**config.mk**
```make
export PLATFORM = sky130hd
export DESIGN_NAME = scpu_ctrl
export DESIGN_NICKNAME = d
export VERILOG_FILES = /design/src/rtl/scpu_ctrl.sv
export SDC_FILE = /design/constraint.sdc
export NUM_CORES = 1
export LEC_CHECK = 0
export CAP_MARGIN = 15
export CORE_AREA = 2 2 39 41
export CTS_CLUSTER_DIAMETER = 100
export DETAILED_ROUTE_END_ITERATION = 10
export DIE_AREA = 0 0 41 43
export PLACE_DENSITY = 0.68
export SYNTH_ARGS = -nofsm -noshare
export SYNTH_HDL_FRONTEND = slang
export SYNTH_SLANG_ARGS = --single-unit
```
**constraint.sdc**
```tcl
create_clock -name clk -period 2.5 [get_ports clk]
set_input_delay 0.5 -clock clk [delete_from_list [all_inputs] [get_ports clk]]
set_output_delay 0.5 -clock clk [all_outputs]
set_load 0.03 [all_outputs]
```
**src/rtl/scpu_ctrl.sv**
```systemverilog
// Main control decoder of the single-cycle MIPS CPU.
//
// Decodes the instruction opcode (and funct field for R-type) into datapath
// controls. Decode is purely combinational. The only state is a sticky
// illegal-instruction flag kept for debug visibility.
//
// Ports:
//   clk         - rising-edge clock, only clocks the illegal flag
//   rst_n       - asynchronous active-low reset
//   OPcode      - instr[31:26]
//   Fun         - instr[5:0], only meaningful when OPcode is R-type
//   MIO_ready   - memory/IO ready; reserved, ignored
//   RegDst      - write register is rd (1) or rt (0)
//   ALUSrc_B    - ALU operand B is the sign-extended immediate
//   MemtoReg    - write-back data comes from memory
//   RegWrite    - register-file write enable
//   mem_w       - data-memory write enable
//   Branch      - beq
//   Jump        - j
//   ALU_Control - 000 and, 001 or, 010 add, 011 xor, 100 nor, 101 srl, 110 sub, 111 slt
//   CPU_MIO     - current instruction accesses memory/IO (lw/sw)
//   illegal     - sticky: an undecodable instruction has been sampled
module scpu_ctrl (
  input  logic       clk,
  input  logic       rst_n,
  input  logic [5:0] OPcode,
  input  logic [5:0] Fun,
  input  logic       MIO_ready,
  output logic       RegDst,
  output logic       ALUSrc_B,
  output logic       MemtoReg,
  output logic       RegWrite,
  output logic       mem_w,
  output logic       Branch,
  output logic       Jump,
  output logic [2:0] ALU_Control,
  output logic       CPU_MIO,
  output logic       illegal
);

  localparam logic [5:0] OpRtype = 6'h00;
  localparam logic [5:0] OpJ     = 6'h02;
  localparam logic [5:0] OpBeq   = 6'h04;
  localparam logic [5:0] OpAddi  = 6'h08;
  localparam logic [5:0] OpSlti  = 6'h0a;
  localparam logic [5:0] OpLw    = 6'h23;
  localparam logic [5:0] OpSw    = 6'h2b;

  localparam logic [5:0] FunSrl = 6'h02;
  localparam logic [5:0] FunAdd = 6'h20;
  localparam logic [5:0] FunSub = 6'h22;
  localparam logic [5:0] FunAnd = 6'h24;
  localparam logic [5:0] FunOr  = 6'h25;
  localparam logic [5:0] FunXor = 6'h26;
  localparam logic [5:0] FunNor = 6'h27;
  localparam logic [5:0] FunSlt = 6'h2a;

  localparam logic [2:0] AluAnd = 3'b000;
  localparam logic [2:0] AluOr  = 3'b001;
  localparam logic [2:0] AluAdd = 3'b010;
  localparam logic [2:0] AluXor = 3'b011;
  localparam logic [2:0] AluNor = 3'b100;
  localparam logic [2:0] AluSrl = 3'b101;
  localparam logic [2:0] AluSub = 3'b110;
  localparam logic [2:0] AluSlt = 3'b111;

  logic instr_illegal;
  logic illegal_q;

  // Ready is reserved for a future multi-cycle memory interface.
  logic unused_mio_ready;
  assign unused_mio_ready = MIO_ready;

  always_comb begin
    // Safe defaults: nothing writes, nothing redirects the PC.
    RegDst        = 1'b0;
    ALUSrc_B      = 1'b0;
    MemtoReg      = 1'b0;
    RegWrite      = 1'b0;
    mem_w         = 1'b0;
    Branch        = 1'b0;
    Jump          = 1'b0;
    ALU_Control   = AluAdd;
    CPU_MIO       = 1'b0;
    instr_illegal = 1'b0;

    case (OPcode)
      OpRtype: begin
        RegDst   = 1'b1;
        RegWrite = 1'b1;
        case (Fun)
          FunAdd:  ALU_Control = AluAdd;
          FunSub:  ALU_Control = AluSub;
          FunAnd:  ALU_Control = AluAnd;
          FunOr:   ALU_Control = AluOr;
          FunXor:  ALU_Control = AluXor;
          FunNor:  ALU_Control = AluNor;
          FunSlt:  ALU_Control = AluSlt;
          FunSrl:  ALU_Control = AluSrl;
          default: begin
            // Unknown funct must not write the register file.
            RegDst        = 1'b0;
            RegWrite      = 1'b0;
            instr_illegal = 1'b1;
          end
        endcase
      end
      OpLw: begin
        ALUSrc_B = 1'b1;
        MemtoReg = 1'b1;
        RegWrite = 1'b1;
        CPU_MIO  = 1'b1;
      end
      OpSw: begin
        ALUSrc_B = 1'b1;
        mem_w    = 1'b1;
        CPU_MIO  = 1'b1;
      end
      OpBeq: begin
        Branch      = 1'b1;
        ALU_Control = AluSub;
      end
      OpJ: begin
        Jump = 1'b1;
      end
      OpAddi: begin
        ALUSrc_B = 1'b1;
        RegWrite = 1'b1;
      end
      OpSlti: begin
        ALUSrc_B    = 1'b1;
        RegWrite    = 1'b1;
        ALU_Control = AluSlt;
      end
      default: begin
        instr_illegal = 1'b1;
      end
    endcase
  end

  always_ff @(posedge clk or negedge rst_n) begin
    if (!rst_n) begin
      illegal_q <= 1'b0;
    end else if (instr_illegal) begin
      illegal_q <= 1'b1;
    end
  end

  assign illegal = illegal_q;

endmodule

```
==> impl_metrics.csv, run 1 <==
group,metric,value,unit
routing,wl_per_cell,10.7,um
global_route,grt_pass1_vias,459,
routing,dr.pass1.iters,2,
synth,synthFlopType,"dfrtp_1",
floorplan,row_count,14,
floorplan,die_y,43,um
synth,ys_ff_latch,1,
global_route,grt_max_degree,9,
critical_path,cp_max_fo,3,
critical_path,arrival,1960,ps
power_and_ir_drop,power_density,139,nW/um^2
global_route,antenna_found_initial,0,
routing,ant_nets,0,
timing,rsz0062_at_grt,"true",
layout,largest_reg_flops,1,
placement,hpwlAfterDp,978,um
synth,synthDominantCellAreaShare,7.52,%
floorplan,start_util,24.1,%
timing,slew_headroom,79.6,%
synth,synth_top_family_by_area,"simple AND/OR/NAND/NOR gates",
clock_network,post_cts_buffers,0,
timing,worst_slack,41.5,ps
routing,vias_per_cell,4.77,
layout,drive_above_1_share,38.9,%
synth,synth_mux_area_share,0,%
worst_hold_path,hold_class,"reg -> reg",
layout,diodes,0,
timing,skew,0,ps
layout,instances_no_fill,106,
timing,tightest_slew,304,ps
placement,port_buffers,25,
synth,synth_compound_area_share,28.6,%
synth,yosys.area.top_type,"dfrtp_1",
clock_network,holdBufCountCts,0,
routing,vias,506,
synth,synth_xor_area_share,5.26,%
synth,yosys.area_share.simple,52.6,%
floorplan,core_area,1380,um^2
timing,setup_tns,0,ps
run_status,status,"finished, final reports clean",
clock_network,clk_latency,0,ps
power_and_ir_drop,power,0.0993,mW
timing,finalCritPeriodShare,98.3,%
synth,synth_edf_count,0,
routing,first_iter_violations,7,
synth,synth_area_leaders,"dfrtp_1 7.5%, nand2_1 6.8%, nor2_1 5.6%, nand3_1 4.5%, nor3_1 4.5%",
layout,area_growth,115,%
clock_network,clkSlewWorstSetupHoldPaths,0,ps
timing,final_max_slew_viol_count,0,
timing,finalCriticalPeriod,2460,ps
synth,syn-num-nets,66,
critical_path,critical_path_class,"in -> out",
critical_path,critPathLaunchType,"input pin",
critical_path,cp-end-kind,"primary output",
synth,yosysWarningCount,0,
synth,yosys.area_share.adder,0,%
placement,place_inst,106,
power_and_ir_drop,vdd_drop_max,57.7,uV
routing,wirelength,1.13,mm
timing,fmax,407,MHz
floorplan,die_area,1760,um^2
routing,drc,0,
critical_path,cp.required,2000,ps
synth,synthCells,51,
floorplan,ios,27,
synth,synth_area,333,um^2
timing,hold_viol,0,
layout,design_area,714,um^2
global_route,gr-total-overflow,0,
synth,syn_area_per_cell,6.53,um^2
layout,nets,107,
power_and_ir_drop,p_leak,0.349,nW
timing,setup_viol,0,
flow_run,maxCapViolations,0,
critical_path,r2r_slack,1820,ps
synth,ys_seq_area_share,7.52,%
placement,placement.cell_area,689,um^2
global_route,grtUsageTotal,13.9,%
synth,async_flop_share,100,%
placement,gp_congestion,0.684,
floorplan,chipWidth,41,um
global_route,grt_pass1_wl,1.82,mm
placement,pre_cts_ws,-252,ps
synth,synth_cell_types,31,
==> what timing repair did <==
action                                  in CTS  in global routing
endpoints found under the setup margin       6                  4
endpoints found under the hold margin        0                  0
gates resized for setup                      6                  5
pin swaps                                    3                  4
==> final timing paths <==
check                                         start  cells after the start             endpoint
worst max register to register  illegal$_DFFE_PN0P_                      1  illegal$_DFFE_PN0P_
max in group asynchronous                     rst_n                      1  illegal$_DFFE_PN0P_
worst min-delay path            illegal$_DFFE_PN0P_                      1  illegal$_DFFE_PN0P_
min in group asynchronous                     rst_n                      1  illegal$_DFFE_PN0P_
worst max-delay path                      OPcode[2]                      7             RegWrite
worst min register to register  illegal$_DFFE_PN0P_                      1  illegal$_DFFE_PN0P_
==> through the flow <==
stage               utilization (%)  hold slack (ps)
global route                   51.6              479
finish                         51.6              461
detailed placement             49.8              472
floorplan                         -              204
CTS                            50.4              473
global placement               49.8              459
==> layout by cell type (no fill, tap or decap), types with 2 or more instances in the layout <==
cell type	count
a21oi_1	2
a211oi_2	2
o21ai_0	2
clkdlybuf4s50_1	8
dlymetal6s2s_1	3
or3_1	2
nor2_1	5
inv_1	3
nor3_1	3
nand2_1	6
nand3_1	3
buf_4	26
dlygate4sd2_1	4
nor2b_1	2
==> cell usage after synthesis, types with 2 or more instances <==
library cell	n
nor2b_1	2
or3_1	2
nand2_1	6
nor2_1	5
nand3_1	3
nor3_1	3
a21oi_1	2
inv_1	3
o21ai_0	2
a211oi_1	2
==> power by group <==
part / switching (mW) / internal, mW / total [mW]
logic: 0.0375 / 0.0453 / 0.0828
registers: 0 / 0.0165 / 0.0165
clock network: 0 / 0 / 0
total: 0.0375 / 0.0618 / 0.0993
==> cell type report <==
class	count	area, um^2
inverters	3	11.3
flip-flops and latches	1	25.0
multi-input cells	45	310
repair buffers	41	348
fillers	148	669
well taps	16	20.0
==> logic make-up (layout without fill, tap and decap cells) <==
logic type / count (synthesis) / after routing
AOI/OAI and AO/OA: 13 / 13
and+or+nand+nor: 30 / 30
DFF: 1 / 1
buffers and inverters: 5 / 44
xor gates and xnor gates: 2 / 2
==> layer usage <==
metal  up-vias  wire length (um)  share of wire (%)  global-route usage (%)
li1        267                 -                  -                       -
met1       222               465                 41                    16.6
met2        17               585                 52                    26.9
met3         0                79                7.0                   0.524
met4         0                 0                  0                       0
met5         -                 0                  0                       0
==> worst max-delay path: stages <==
cell and delay [ps]:
clkdlybuf4s50_1 430, or4_4 450, nor2_4 100, buf_4 120, o21ai_2 70, o31ai_1 80, buf_4 210
Power figures use the tool's default switching activity.
==> inputs of run 2 (changes only) <==
--- a/config.mk
+++ b/config.mk
@@ -10,7 +10,8 @@
 export CTS_CLUSTER_DIAMETER = 100
 export DETAILED_ROUTE_END_ITERATION = 10
 export DIE_AREA = 0 0 41 43
-export PLACE_DENSITY = 0.68
+export HOLD_SLACK_MARGIN = 0.15
+export PLACE_DENSITY = 0.71
 export SYNTH_ARGS = -nofsm -noshare
 export SYNTH_HDL_FRONTEND = slang
 export SYNTH_SLANG_ARGS = --single-unit
==> constraint.sdc (replaced) <==
create_clock -name clk -period 2 [get_ports clk]
set_input_delay 0.4 -clock clk [delete_from_list [all_inputs] [get_ports clk]]
set_output_delay 0.4 -clock clk [all_outputs]
set_load 0.03 [all_outputs]
==> impl_metrics.csv, run 2 (synthesized netlist as in run 1, its figures left out) <==
group,metric,value,unit
timing,tightest_slew,309,ps
floorplan,die_y,43,um
floorplan,ios,27,
routing,ant_nets,0,
clock_network,holdBufCountCts,0,
critical_path,cp_max_fo,3,
timing,fmax,506,MHz
critical_path,cp_slowest_stage_delay,550,ps
placement,port_buffers,25,
floorplan,die_area,1760,um^2
floorplan,chipWidth,41,um
layout,area_growth,164,%
timing,slew_headroom,79.3,%
layout,seq_area,25.0,um^2
global_route,grt_pass1_wl,2.15,mm
critical_path,slowest_stage,"or4_4",
routing,drc,0,
floorplan,row_count,14,
layout,diodes,0,
floorplan,core_area,1380,um^2
timing,setup_tns,0,ps
placement,gp_congestion,0.706,
flow_run,maxCapViolations,0,
critical_path,crit_chain,"buf_6 -> or4_4 -> nor2_4 -> buf_6 -> o21ai_4 -> o31ai_2 -> buf_4",
placement,hpwlAfterDp,987,um
critical_path,arrival,1570,ps
timing,worst_slack,25.4,ps
timing,rsz0062_at_grt,"true",
layout,fillers,133,
critical_path,cp_common_cell,"buf_6",
timing,final_max_slew_viol_count,0,
critical_path,critical_path_class,"in -> out",
placement,pre_cts_ws,-547,ps
layout,largest_reg_flops,1,
placement,placement.cell_area,729,um^2
timing,skew,0,ps
critical_path,cp.required,1600,ps
power_and_ir_drop,vdd_drop_max,96.3,uV
worst_hold_path,hp-start,"illegal$_DFFE_PN0P_",
layout,multi_input_area,393,um^2
layout,drive_above_1_share,60.6,%
layout,nets,116,
timing,setup_viol,0,
routing,vias,569,
routing,wl_per_cell,12.4,um
global_route,antenna_found_initial,0,
timing,finalCritPeriodShare,98.7,%
power_and_ir_drop,p_leak,0.411,nW
timing,finalCriticalPeriod,1970,ps
clock_network,clk_latency,0,ps
global_route,grt_pass1_vias,532,
worst_hold_path,hold_class,"reg -> reg",
global_route,gr-total-overflow,0,
clock_network,clkSlewWorstSetupHoldPaths,0,ps
layout,mostFrequentLayoutCells,"26 x buf_4, 10 x buf_6, 5 x nor2_1, 5 x nand2_1, 4 x clkdlybuf4s15_1",
routing,wirelength,1.42,mm
critical_path,cp-end-kind,"primary output",
critical_path,r2r-start,"illegal$_DFFE_PN0P_",
critical_path,startpoint,"OPcode[2]",
floorplan,start_util,24.1,%
power_and_ir_drop,power_density,182,nW/um^2
routing,first_iter_violations,7,
layout,design_area,880,um^2
layout,final_common_cell,"buf_4",
global_route,grt_max_degree,9,
run_status,status,"finished, final reports clean",
routing,dr.pass1.iters,2,
timing,hold_viol,0,
global_route,grtUsageTotal,16.8,%
critical_path,critPathLaunchType,"input pin",
routing,vias_per_cell,4.95,
run 2: changes by cell type in the layout (fill, tap and decap cells not counted), sizes merged:
cell	delta
dlymetal6s2s	-3
clkdlybuf4s50	-6
dlygate4sd2	-2
clkdlybuf4s15	+4
clkbuf	+3
buf	+13
run 2: worst max-delay path: cells and delay by family:
family	cells	cell delay [ps]
simple gates	2	660
buf+inv	3	390
compound gates	2	120
run 2: area by class of cell:
| cell class | count | share of cell area [%] |
|---|---|---|
| inverter | 3 | 1.28 |
| tap | 16 | 2.28 |
| sequential | 1 | 2.84 |
| timing repair buffer | 50 | 48.9 |
| multi-input combinational | 45 | 44.7 |
run 2: repair_timing:
action	CTS	global route
gates cloned	0	0
endpoints found under the setup margin	12	4
setup buffers	1	4
resized for setup	45	17
pin swaps	8	5
run 2: final timing paths:
| check | to | slack, ps | depth (start not counted) |
|---|---|---|---|
| min in group asynchronous | illegal$_DFFE_PN0P_ | 550 | 1 |
| hold / removal | illegal$_DFFE_PN0P_ | 450 | 1 |
| setup / recovery | RegWrite | 30 | 7 |
| setup reg to reg | illegal$_DFFE_PN0P_ | 1330 | 1 |
| hold reg to reg | illegal$_DFFE_PN0P_ | 450 | 1 |
| max in group asynchronous | illegal$_DFFE_PN0P_ | 1350 | 1 |
run 2: where the power goes:
part / internal (mW) / switching (mW) / total (mW)
registers: 0.0206 / 0 / 0.0206
logic: 0.0765 / 0.0631 / 0.140
clock network: 0 / 0 / 0
total: 0.0971 / 0.0631 / 0.160
run 2: metal layers:
metal,track usage [%],vias up,wire (um)
met5,0,-,0
met4,0.667,0,0
met3,1.05,0,85
met2,33.4,19,799
met1,18.3,259,540
li1,-,291,-
run 2: per-stage QoR:
stage	total power [mW]	instances	hold WS (ps)	utilization, %
6_report	0.160	115	455	63.6
5_1_grt	0.171	115	483	63.6
4_1_cts	0.135	111	463	57.6
3_5_place_dp	0.128	110	468	52.7
3_3_place_gp	0.126	110	454	52.7
2_1_floorplan	0.0592	51	104	-
